===== src/rtl/vx_writeback_arb.sv =====
// Writeback stage: merges ALU/JAL results and queued memory responses into one registered GPR write port.
// Define VX_WB_RR_EN for round-robin arbitration; otherwise queued memory responses have fixed priority.
module vx_writeback_arb #(
  parameter int NT    = 4,
  parameter int NW    = 8,
  parameter int DEPTH = 4,
  localparam int WW   = (NW > 1) ? $clog2(NW) : 1
) (
  input  logic               clk,
  input  logic               reset,
  input  logic               alu_valid,
  output logic               alu_ready,
  input  logic [NT*32-1:0]   alu_result,
  input  logic [31:0]        alu_pc_next,
  input  logic [4:0]         alu_rd,
  input  logic [1:0]         alu_wb,
  input  logic [NT-1:0]      alu_mask,
  input  logic [WW-1:0]      alu_warp,
  input  logic               mem_valid,
  output logic               mem_ready,
  input  logic [NT*32-1:0]   mem_result,
  input  logic [4:0]         mem_rd,
  input  logic [NT-1:0]      mem_mask,
  input  logic [WW-1:0]      mem_warp,
  output logic               wb_valid,
  input  logic               wb_ready,
  output logic [NT*32-1:0]   wb_data,
  output logic [4:0]         wb_rd,
  output logic [NT-1:0]      wb_mask,
  output logic [WW-1:0]      wb_warp
);

  localparam int AW = $clog2(DEPTH);
  localparam logic [AW:0] FULL_CNT = (AW+1)'(DEPTH);

  typedef enum logic [1:0] {WB_NO, WB_ALU, WB_MEM, WB_JAL} wb_kind_e;

  logic [NT*32-1:0] q_data [DEPTH];
  logic [4:0]       q_rd   [DEPTH];
  logic [NT-1:0]    q_mask [DEPTH];
  logic [WW-1:0]    q_warp [DEPTH];

  logic [AW-1:0] wr_ptr, rd_ptr;
  logic [AW:0]   count;

  logic             free, fifo_has, full, alu_is_write, alu_cand;
  logic             grant_alu, grant_mem, push, pop, load_alu;
  logic [NT*32-1:0] alu_data;

`ifdef VX_WB_RR_EN
  typedef enum logic {RR_ALU, RR_MEM} rr_e;
  rr_e rr_q, rr_d;

  always_ff @(posedge clk) begin
    if (!reset) rr_q <= RR_ALU;
    else        rr_q <= rr_d;
  end
`endif

  always_comb begin
    free         = !wb_valid || wb_ready;
    fifo_has     = (count != '0);
    full         = (count == FULL_CNT);
    alu_is_write = (alu_wb == WB_ALU) || (alu_wb == WB_JAL);
    alu_cand     = alu_valid && alu_is_write;
`ifdef VX_WB_RR_EN
    // Full queue overrides the pointer so the FIFO cannot be starved into overflow.
    grant_alu = alu_cand && (!fifo_has || (!full && (rr_q == RR_ALU)));
`else
    grant_alu = alu_cand && !fifo_has;
`endif
    grant_mem = fifo_has && !grant_alu;
    pop       = free && grant_mem;
    load_alu  = free && grant_alu;
    alu_ready = reset && free && (grant_alu || !alu_is_write || !fifo_has);
    mem_ready = reset && !full;
    push      = mem_valid && mem_ready;
    alu_data  = (alu_wb == WB_JAL) ? {NT{alu_pc_next}} : alu_result;
`ifdef VX_WB_RR_EN
    rr_d = rr_q;
    if (load_alu)  rr_d = RR_MEM;
    else if (pop)  rr_d = RR_ALU;
`endif
  end

  always_ff @(posedge clk) begin
    if (push) begin
      q_data[wr_ptr] <= mem_result;
      q_rd[wr_ptr]   <= mem_rd;
      q_mask[wr_ptr] <= mem_mask;
      q_warp[wr_ptr] <= mem_warp;
    end
  end

  always_ff @(posedge clk) begin
    if (!reset) begin
      wr_ptr   <= '0;
      rd_ptr   <= '0;
      count    <= '0;
      wb_valid <= 1'b0;
      wb_data  <= '0;
      wb_rd    <= '0;
      wb_mask  <= '0;
      wb_warp  <= '0;
    end else begin
      if (push) wr_ptr <= wr_ptr + AW'(1);
      if (pop)  rd_ptr <= rd_ptr + AW'(1);
      if (push && !pop)      count <= count + (AW+1)'(1);
      else if (pop && !push) count <= count - (AW+1)'(1);
      if (free) begin
        wb_valid <= load_alu || pop;
        if (load_alu) begin
          wb_data <= alu_data;
          wb_rd   <= alu_rd;
          wb_mask <= alu_mask;
          wb_warp <= alu_warp;
        end else if (pop) begin
          wb_data <= q_data[rd_ptr];
          wb_rd   <= q_rd[rd_ptr];
          wb_mask <= q_mask[rd_ptr];
          wb_warp <= q_warp[rd_ptr];
        end
      end
    end
  end

endmodule


===== config.mk =====
export PLATFORM = sky130hd
export DESIGN_NAME = vx_writeback_arb
export DESIGN_NICKNAME = d
export VERILOG_FILES = /design/src/rtl/vx_writeback_arb.sv
export SDC_FILE = /design/constraint.sdc
export NUM_CORES = 1
export LEC_CHECK = 0
export ABC_CLOCK_PERIOD_IN_PS = 7500
export CAP_MARGIN = 5
export CORE_UTILIZATION = 30
export DETAILED_ROUTE_END_ITERATION = 8
export GPL_TIMING_DRIVEN = 0
export SETUP_SLACK_MARGIN = 0.1
export SYNTH_ARGS = -nofsm -noshare
export SYNTH_HDL_FRONTEND = slang
export SYNTH_SLANG_ARGS = --single-unit

===== constraint.sdc =====
create_clock -name clk -period 7.5 [get_ports clk]
set_input_delay 1.5 -clock clk [delete_from_list [all_inputs] [get_ports clk]]
set_output_delay 1.5 -clock clk [all_outputs]
set_load 0.01 [all_outputs]

Word level (Yosys, flattened, before mapping)

Memory sizes are Yosys's and may differ from the RTL's. A register that Yosys moved wholly into a read port is not among the register bits.
Cells that the tools add are included.

Register bits: 148
Bits in latches: 0
RAM bits: 560
Memory bits (read-only): 0
Bits of input ports: 319
Output and inout bits: 143
Memories kept: 4

Add/sub/neg operators: 4
$mul: 0
Divide/modulo/power cells: 0
Magnitude comparators: 0
Equal/unequal tests: 3
Shift-type cells: 0
Mux-type cells: 21
Bitwise logic cells: 0
Reductions and logical operators: 27

Memories:

| memory | depth | width | read ports | clocked after Yosys merged registers in | wr ports | RTL line | RTL |
|---|---|---|---|---|---|---|---|
| q_data | 4     | 128   | 1          | 1                                       | 1        | 38       | `logic [NT*32-1:0] q_data [DEPTH];` |
| q_rd   | 4     | 5     | 1          | 1                                       | 1        | 39       | `logic [4:0] q_rd [DEPTH];` |
| q_mask | 4     | 4     | 1          | 1                                       | 1        | 40       | `logic [NT-1:0] q_mask [DEPTH];` |
| q_warp | 4     | 3     | 1          | 1                                       | 1        | 41       | `logic [WW-1:0] q_warp [DEPTH];` |

Operators with widths:

| operator              | number |
|---|---|
| $mux W128             | 3 |
| $mux W2               | 8 |
| $mux W3               | 4 |
| $logic_and A1 B1 Y1   | 11 |
| $mux W5               | 2 |
| $mux W4               | 2 |
| $logic_not A1 Y1      | 7 |
| $logic_or A1 B1 Y1    | 5 |
| $add A2 B1 Y2 const B | 2 |
| $reduce_bool A2 Y1    | 2 |
| $add A3 B1 Y3 const B | 1 |
| $eq A3 B3 Y1 const B  | 1 |
| $reduce_bool A3 Y1    | 1 |
| $sub A3 B1 Y3 const B | 1 |
| $eq A2 B1 Y1 const B  | 1 |
| $eq A2 B2 Y1 const B  | 1 |
| $mux W1               | 2 |
| $reduce_and A2 Y1     | 1 |

Depth between registers and ports, before layout

Gate-level depths: netlist (run 1).

Depth after elaboration: 10
Depth in mapped cells: 8
Mapped depth without buffers: 8

Worst setup path after synthesis (run 1)

Ideal clock, no wire load.

Path type: input to register
Start point: in reset
End point: mem q_data[0][0] (netlist name), enable pin
Arrival: 5,271 ps
Required time: 6,984 ps
Setup slack: 1,713 ps
Stages on the path: 3
Path buffers: 1
Cells stage by stage: clkbuf_1 -> o311a_1 -> and2_1

Longest elaborated chain between the ends: 4

Ends and longest elaborated chain:

| what                          | RTL line | RTL |
|---|---|---|
| start: declaration            | 10       | `input logic reset,` |
| $logic_and A1 B1 Y1           | 76       | `mem_ready = reset && !full;` |
| $logic_and A1 B1 Y1           | 77       | `push = mem_valid && mem_ready;` |
| net push                      | 47       | `logic grant_alu, grant_mem, push, pop, load_alu;` |
| $mux W1                       | 87       | `if (push) begin` |
| $mux W1 (not written as such) | 88       | `q_data[wr_ptr] <= mem_result;` |
| end: declaration              | 38       |  |

The timed path passes the listed nets, and every way through them passes these cells.

Worst setup path in the final report (run 1)

Start point: in alu_wb[0]
End point: reg wb_data[37]

Longest elaborated chain between the ends: 9

Ends and longest elaborated chain:

| what                                         | RTL line | RTL |
|---|---|---|
| start: declaration                           | 16       | `input logic [1:0] alu_wb,` |
| $eq A2 B1 Y1 or $eq A2 B2 Y1 (tied branches) | 64, 78   |  |
| $logic_or A1 B1 Y1                           | 64       | `alu_is_write = (alu_wb == WB_ALU) \|\| (alu_wb == WB_JAL);` |
| $logic_and A1 B1 Y1                          | 65       | `alu_cand = alu_valid && alu_is_write;` |
| $logic_and A1 B1 Y1                          | 70       | `grant_alu = alu_cand && !fifo_has;` |
| $logic_not A1 Y1                             | 72       | `grant_mem = fifo_has && !grant_alu;` |
| $logic_and A1 B1 Y1                          | 72       |  |
| $logic_and A1 B1 Y1                          | 73       | `pop = free && grant_mem;` |
| $reduce_bool A2 Y1 (no line)                 | n/a      |  |
| $reduce_and A2 Y1 (no line)                  | n/a      |  |
| end signal: assignment                       | 113      | `wb_data <= alu_data;` |
| end signal: assignment                       | 118      | `wb_data <= q_data[rd_ptr];` |
| end: declaration                             | 27       | `output logic [NT*32-1:0] wb_data,` |

Several ways; a longest one is shown, not always the timed one.
A chain may end at the register's enable or synchronous reset.

==> results of run 1 <==
==> sequential cells by signal, indices dropped and copies added, names as in the netlist, 2 cells and up, named ones only <==
register,flops
count,3
q_data,512
q_mask,16
q_rd,20
q_warp,12
rd_ptr,2
wb_data,128
wb_mask,4
wb_rd,5
wb_warp,3
wr_ptr,2
==> final timing paths <==
check / startpoint / to / slack, ns
worst min register to register: wr_ptr[1]$_SDFFE_PN0P_ / wr_ptr[1]$_SDFFE_PN0P_ / 0.52
worst min-delay path: wr_ptr[1]$_SDFFE_PN0P_ / wr_ptr[1]$_SDFFE_PN0P_ / 0.52
worst max register to register: count[0]$_SDFFE_PN0P_ / wb_data[37]$_SDFFE_PN0P_ / 3.83
worst max-delay path: alu_wb[0] / wb_data[37]$_SDFFE_PN0P_ / 2.29
==> power by group through the flow <==
stage	combinational, mW	sequential [mW]	clock, mW
6_report	4.52	5.06	3.88
5_1_grt	4.81	5.09	4.10
4_1_cts	4.56	5.05	3.96
3_5_place_dp	4.54	5.12	0
3_3_place_gp	4.48	5.16	0
2_1_floorplan	2.39	5.20	0
==> synth_stat cells, types with 2 or more instances <==
master      n
nand2_1   157
a21oi_2    90
inv_1       4
dfxtp_1   150
o21a_1    128
a31oi_1    12
buf_2      17
a21boi_0    2
or3_1       2
and3_1     32
and2_1      9
xnor2_1     4
nor2_1      3
a21oi_1   165
clkbuf_1   96
nor2b_1     2
edfxtp_1  560
ha_1        5
buf_6      10
buf_1       7
o21ai_0   141
mux4_2    140
==> logic make-up (layout without fill, tap and decap cells) <==
| logic type | Yosys count | count (layout) |
|---|---|---|
| DFF | 710 | 710 |
| buffers and inverters | 134 | 746 |
| muxes | 141 | 141 |
| adders and majority gates | 6 | 6 |
| AOI/OAI and AO/OA | 542 | 542 |
| other | 0 | 14 |
| xor gates and xnor gates | 5 | 5 |
| and+or+nand+nor | 209 | 209 |
==> stage by stage <==
stage	hold slack (ns)	utilization [%]	instance area, µm²	setup WS [ns]	setup TNS [ns]
2_1_floorplan	0.469	-	28000	1.71	0
3_3_place_gp	0.492	37.1	34200	-1.80	-985.10
3_5_place_dp	0.505	37.4	34400	1.58	0
4_1_cts	0.516	40.2	37000	2.27	0
5_1_grt	0.568	40.2	37000	2.16	0
6_report	0.522	40.2	37100	2.29	0
==> layout by cell type (no fill, tap or decap), types with 8 or more instances in the layout <==
master           instances
buf_16                   8
edfxtp_1               560
clkinv_1                10
nand2_1                157
dfxtp_1                150
buf_2                   17
o21a_1                 128
clkinv_2                17
a21oi_2                 90
o21ai_0                141
clkdlybuf4s50_1        460
a31oi_1                 12
clkbuf_16               80
diode_2                 14
clkbuf_1               108
buf_6                   10
bufinv_16                9
a21oi_1                165
mux4_2                 140
and3_1                  32
==> critical path: stages <==
cell and delay (ns):
clkdlybuf4s50_1 0.90, nand2_1 0.25, a31oi_2 1.00, clkbuf_1 1.06
clkbuf_1 0.62, o21ai_0 0.23, a21oi_2 0.17
==> cell type report <==
cell class,instances,area share (%)
plain buffers,130,1.58
clock buffers,96,5.67
multi-input cells,903,20.6
clock inverters,47,1.33
diodes,14,0.0945
inverters,4,0.0405
flip-flops and latches,710,53.5
repair buffers,469,13.1
well taps,1243,4.20
==> per-layer routing <==
metal / track usage, % / wire length (µm) / vias up
met5: 0 / 126 / -
met3: 5.84 / 9400 / 164
met4: 8.54 / 3840 / 18
met2: 33.2 / 46200 / 886
li1: - / - / 7922
met1: 28.7 / 43700 / 9322
==> out/qor.yml, run 1 <==
clocking:
  cts_resized: 0
  worstSkewPairLatency_ns: 0.63
  cts_buffers: 78
  cts_tree: "built"
  clk_pin_slew_worst_paths_ns: 0.06
  hold_buffers: 0
  clk_root_buffer_cell: "clkbuf_16"
  clock-sinks: 710
  clockBufferDepth: 3
  h-tree-depth: 3
  post_cts_buffers: 0
sta:
  skew_ns: 0.0234
  drv_slew: 0
  period_share_pct: 69.4
  tightest_slew_ns: 1.39
  hold_viol_final: 0
  max_freq_mhz: 192
  setup_viol: 0
  fin_crit_ns: 5.21
  relSlewSlack_pct: 7.05
  rsz0062_at_grt: "false"
global_route:
  grt_max_degree: 54
  grt_pass1_wl_um: 142000
  grt_pass1_vias: 18828
  grt.total_usage_pct: 21.5
  antenna_found_initial: 28
  grt_overflow: 0
outcome:
  status: "completed"
power_and_ir_drop:
  pwr_density_cell_mw_per_mm2: 363
  ir_drop_v: 0.000240
  seqPwrFrac_pct: 37.6
  leakagePower_nw: 12.2
  p_switching_mw: 4.34
  power.internal_mw: 9.12
  swShare_pct: 32.2
  p_total_mw: 13.5
  pwr-share-clk_pct: 28.8
  p_comb_share_pct: 33.6
synthesis:
  syn_nets: 2072
  synth_seq_cells: 710
  ys_types: 33
  synth-simple-area-share_pct: 3.25
  synth-edff-count: 560
  syn_avg_cell_area_um2: 16.0
  netlist_instances: 1747
  yosysTopAreaCell: "edfxtp_1"
  mappedNetlistArea_mm2: 0.0280
  ys.warnings.count: 0
  synth_fa_ha_area_share_pct: 0.295
  netlist_top_cells_area: "edfxtp_1 (60%), mux4_2 (11%), dfxtp_1 (11%)"
  ys.flop_type: "edfxtp_1"
  synth_top_family_by_area: "compound AO/OA/AOI/OAI gates"
  synth_top_area_share_pct: 60.0
  synth_compound_area_share_pct: 12.2
  ys_seq_area_share_pct: 70.7
  synth_xor_area_share_pct: 0.156
  async_flop_share_pct: 0
  synthMuxAreaShare_pct: 11.3
min_path:
  hold_path_class: "flop to flop"
  hold_depth: 2
floorplanning:
  core_area_mm2: 0.0921
  initial_core_util_pct: 30.4
  die_h_um: 308
  dieArea_mm2: 0.0946
  ios: 462
  die_x_um: 308
  rows: 111
placed_design:
  dp.cells: 3459
  io_buffers: 460
  hpwl_um: 76500
  gp_congestion: 0.899
setup_path:
  crit_arrival_ns: 5.76
  crit_path_end_kind: "flop"
  worst_ep_required_time_ns: 8.05
  setup.worst_path.start_class: "input pin"
  cp_max_fo: 11
  critPathKind: "input pin to flop"
  rr_worst_depth: 6
finish:
  fin_nets: 2621
  stdcell_count: 3616
  drive_above_1_share_pct: 16.7
  fill_cells: 8468
  syn2layout_area_growth_pct: 32.2
  multi_input_area_mm2: 0.00762
  regArea_mm2: 0.0198
routing:
  wire_per_inst_um: 28.6
  drtIter0Drc: 1599
  drt_first_pass_iters: 5
  drc: 0
  ant_nets: 0
  wl_um: 103000
  viasPerCell: 5.06
  num_vias: 18312
job:
  drv_cap: 0
No activity file was read; power rests on OpenSTA's default activity.
==> run 2: changes to the inputs <==
--- a/config.mk
+++ b/config.mk
@@ -5,7 +5,7 @@
 export SDC_FILE = /design/constraint.sdc
 export NUM_CORES = 1
 export LEC_CHECK = 0
-export ABC_CLOCK_PERIOD_IN_PS = 7500
+export ABC_CLOCK_PERIOD_IN_PS = 5350
 export CAP_MARGIN = 5
 export CORE_UTILIZATION = 30
 export DETAILED_ROUTE_END_ITERATION = 8
==> constraint.sdc (replaced) <==
create_clock -name clk -period 5.35 [get_ports clk]
set_input_delay 1.07 -clock clk [delete_from_list [all_inputs] [get_ports clk]]
set_output_delay 1.07 -clock clk [all_outputs]
set_load 0.01 [all_outputs]
==> out/qor.yml, run 2 (synthesized netlist as in run 1, its figures left out) <==
routing:
  viasPerCell: 5.10  # was 5.06
  drt_first_pass_iters: 5  # unchanged
  wl_um: 106000  # was 103,000 µm
  drc: 0  # unchanged
  ant_nets: 0  # unchanged
  num_vias: 18422  # was 18,312
  wire_per_inst_um: 29.4  # was 28.6 µm
  drtIter0Drc: 1728  # was 1,599
outcome:
  status: "completed"  # unchanged
setup_path:
  crit_path_end_kind: "flop"  # unchanged
  worst_ep_required_time_ns: 5.84  # was 8.05 ns
  setup.worst_path.start_class: "input pin"  # unchanged
  r2r_end: "wb_data[33]$_SDFFE_PN0P_"  # was wb_data[37]$_SDFFE_PN0P_
  r2r_start: "count[0]$_SDFFE_PN0P_"  # unchanged
  cp_max_fo: 10  # was 11
  reg2reg_slack_ns: 1.48  # was 3.83 ns
  rr_worst_depth: 6  # unchanged
  crit_arrival_ns: 5.45  # was 5.76 ns
  critPathKind: "input pin to flop"  # unchanged
sta:
  relSlewSlack_pct: 6.95  # was 7.05%
  hold_viol_final: 0  # unchanged
  skew_ns: 0.0125  # was 0.0234 ns
  rsz0062_at_grt: "false"  # unchanged
  max_freq_mhz: 202
  drv_slew: 0  # unchanged
  setup_viol: 0  # unchanged
  setup-tns-final_ns: 0  # unchanged
  tightest_slew_ns: 1.40  # was 1.39 ns
  period_share_pct: 92.7
  fin_crit_ns: 4.96
clocking:
  cts_resized: 0  # unchanged
  hold_buffers: 0  # unchanged
  cts_tree: "built"  # unchanged
  clock-sinks: 710  # unchanged
  cts_buffers: 77  # was 78
  clk_root_buffer_cell: "clkbuf_16"  # unchanged
  h-tree-depth: 3  # unchanged
  clockBufferDepth: 3  # unchanged
  clk_pin_slew_worst_paths_ns: 0.06  # about the same
  worstSkewPairLatency_ns: 0.60  # was 0.63 ns
  post_cts_buffers: 0  # unchanged
floorplanning:
  ios: 462  # unchanged
  die_x_um: 308  # unchanged
  initial_core_util_pct: 30.4  # unchanged
  dieArea_mm2: 0.0946  # unchanged
  rows: 111  # unchanged
  core_area_mm2: 0.0921  # unchanged
  die_h_um: 308  # unchanged
finish:
  fill_cells: 8486  # was 8,468
  stdcell_area_mm2: 0.0369  # was 0.0371 mm²
  final_common_cell: "edfxtp_1"  # unchanged
  regMostFlops: "q_data"  # unchanged
  fin_nets: 2621  # unchanged
  drive_above_1_share_pct: 16.2  # was 16.7%
  mostFrequentLayoutCells: "edfxtp_1 (560), clkdlybuf4s50_1 (460), a21oi_1 (165)"  # unchanged
  largest_reg_flops: 512  # unchanged
  syn2layout_area_growth_pct: 31.7  # was 32.2%
  top_regs: "q_data: 512 flops, wb_data: 128 flops, q_rd: 20 flops"  # unchanged
placed_design:
  io_buffers: 460  # unchanged
  hpwl_um: 79200  # was 76,500 µm
  place_area_mm2: 0.0345  # was 0.0344 mm²
  gp_congestion: 0.922  # was 0.899
power_and_ir_drop:
  pwr-share-clk_pct: 27.7  # was 28.8%
  pwr_density_cell_mw_per_mm2: 504  # was 363 mW/mm²
  p_switching_mw: 6.07  # was 4.34 mW
  ir_drop_v: 0.000262  # was 0.000240 V
  leakagePower_nw: 12.1  # was 12.2 nW
  p_comb_share_pct: 33.9  # was 33.6%
  seqPwrFrac_pct: 38.4  # was 37.6%
  power.internal_mw: 12.5  # was 9.12 mW
  swShare_pct: 32.7  # was 32.2%
global_route:
  antenna_found_initial: 34  # was 28
  grt_pass1_vias: 18754  # was 18,828
  grt.total_usage_pct: 22.1  # was 21.5%
  grt_pass1_wl_um: 145000  # was 142,000 µm
  grt_overflow: 0  # unchanged
  grt_max_degree: 50  # was 54
min_path:
  hold_path_class: "flop to flop"  # unchanged
  hold_start: "wr_ptr[1]$_SDFFE_PN0P_"  # unchanged
  whs_endpoint: "wr_ptr[1]$_SDFFE_PN0P_"  # unchanged
  hold_depth: 2  # unchanged
job:
  drv_cap: 0  # unchanged
-- run 2: cell types whose count changed in the layout (fill, tap and decap cells not counted), sizes merged --
| cell | change |
|---|---|
| diode | -5 |
| buf | +1 |
| clkinvlp | -2 |
| clkinv | -2 |
| bufinv | -4 |
| inv | +2 |
| clkbuf | +4 |
-- run 2: layer usage --
layer / share of wire [%] / GRT usage, % / vias to the layer above
met4: 2.7 / 6.35 / 38
met1: 41 / 29.3 / 9352
li1: - / - / 7926
met5: 0.25 / 0 / -
met2: 45 / 34.7 / 945
met3: 10 / 6.74 / 161
-- run 2: critical path: stages --
cell	delay (ns)
clkdlybuf4s50_1	0.89
nand2_1	0.23
a31oi_2	1.12
clkbuf_1	1.08
clkbuf_1	0.70
o21a_1	0.25
a21oi_2	0.06
-- run 2: area by class of cell --
type                       instances  area, µm²  share of cell area (%)
antenna                            9       22.5                  0.0610
buffer                           130        584                    1.58
clock buffer                     100       2060                    5.59
clock inverter                    41        367                   0.993
inverter                           4       15.0                  0.0407
multi-input combinational        903       7620                    20.6
sequential                       710      19800                    53.7
tap                             1243       1560                    4.21
timing repair buffer             470       4860                    13.2
-- run 2: worst max-delay path by stage --
stage               from  slack (ns)                  endpoint
2_1_floorplan      reset        1.55    q_data[0][0]$_DFFE_PP_
3_3_place_gp   mem_valid       -0.49    q_data[3][7]$_DFFE_PP_
3_5_place_dp   alu_wb[0]       -0.18  wb_data[31]$_SDFFE_PN0P_
4_1_cts        alu_wb[0]        0.47  wb_data[33]$_SDFFE_PN0P_
5_1_grt        alu_wb[0]        0.31  wb_data[33]$_SDFFE_PN0P_
6_report       alu_wb[0]        0.39  wb_data[33]$_SDFFE_PN0P_
-- run 2: power groups by stage --
stage,combinational (mW),clock (mW),sequential [mW]
6_report,6.29,5.16,7.14
2_1_floorplan,3.35,0,7.27
5_1_grt,6.72,5.45,7.19
4_1_cts,6.36,5.26,7.14
3_3_place_gp,6.23,0,7.26
3_5_place_dp,6.33,0,7.24
-- run 2: metrics by stage --
step | setup WS (ns) | total power [mW] | cells | hold WS, ns | utilization [%]
after floorplan | 1.55 | 10.6 | 1747 | 0.469 | -
after global placement | -0.493 | 13.5 | 3450 | 0.492 | 37.1
after detailed placement | -0.185 | 13.6 | 3460 | 0.515 | 37.4
after CTS | 0.469 | 18.8 | 3601 | 0.527 | 40.1
after global routing | 0.310 | 19.4 | 3601 | 0.559 | 40.1
final | 0.392 | 18.6 | 3610 | 0.532 | 40.1
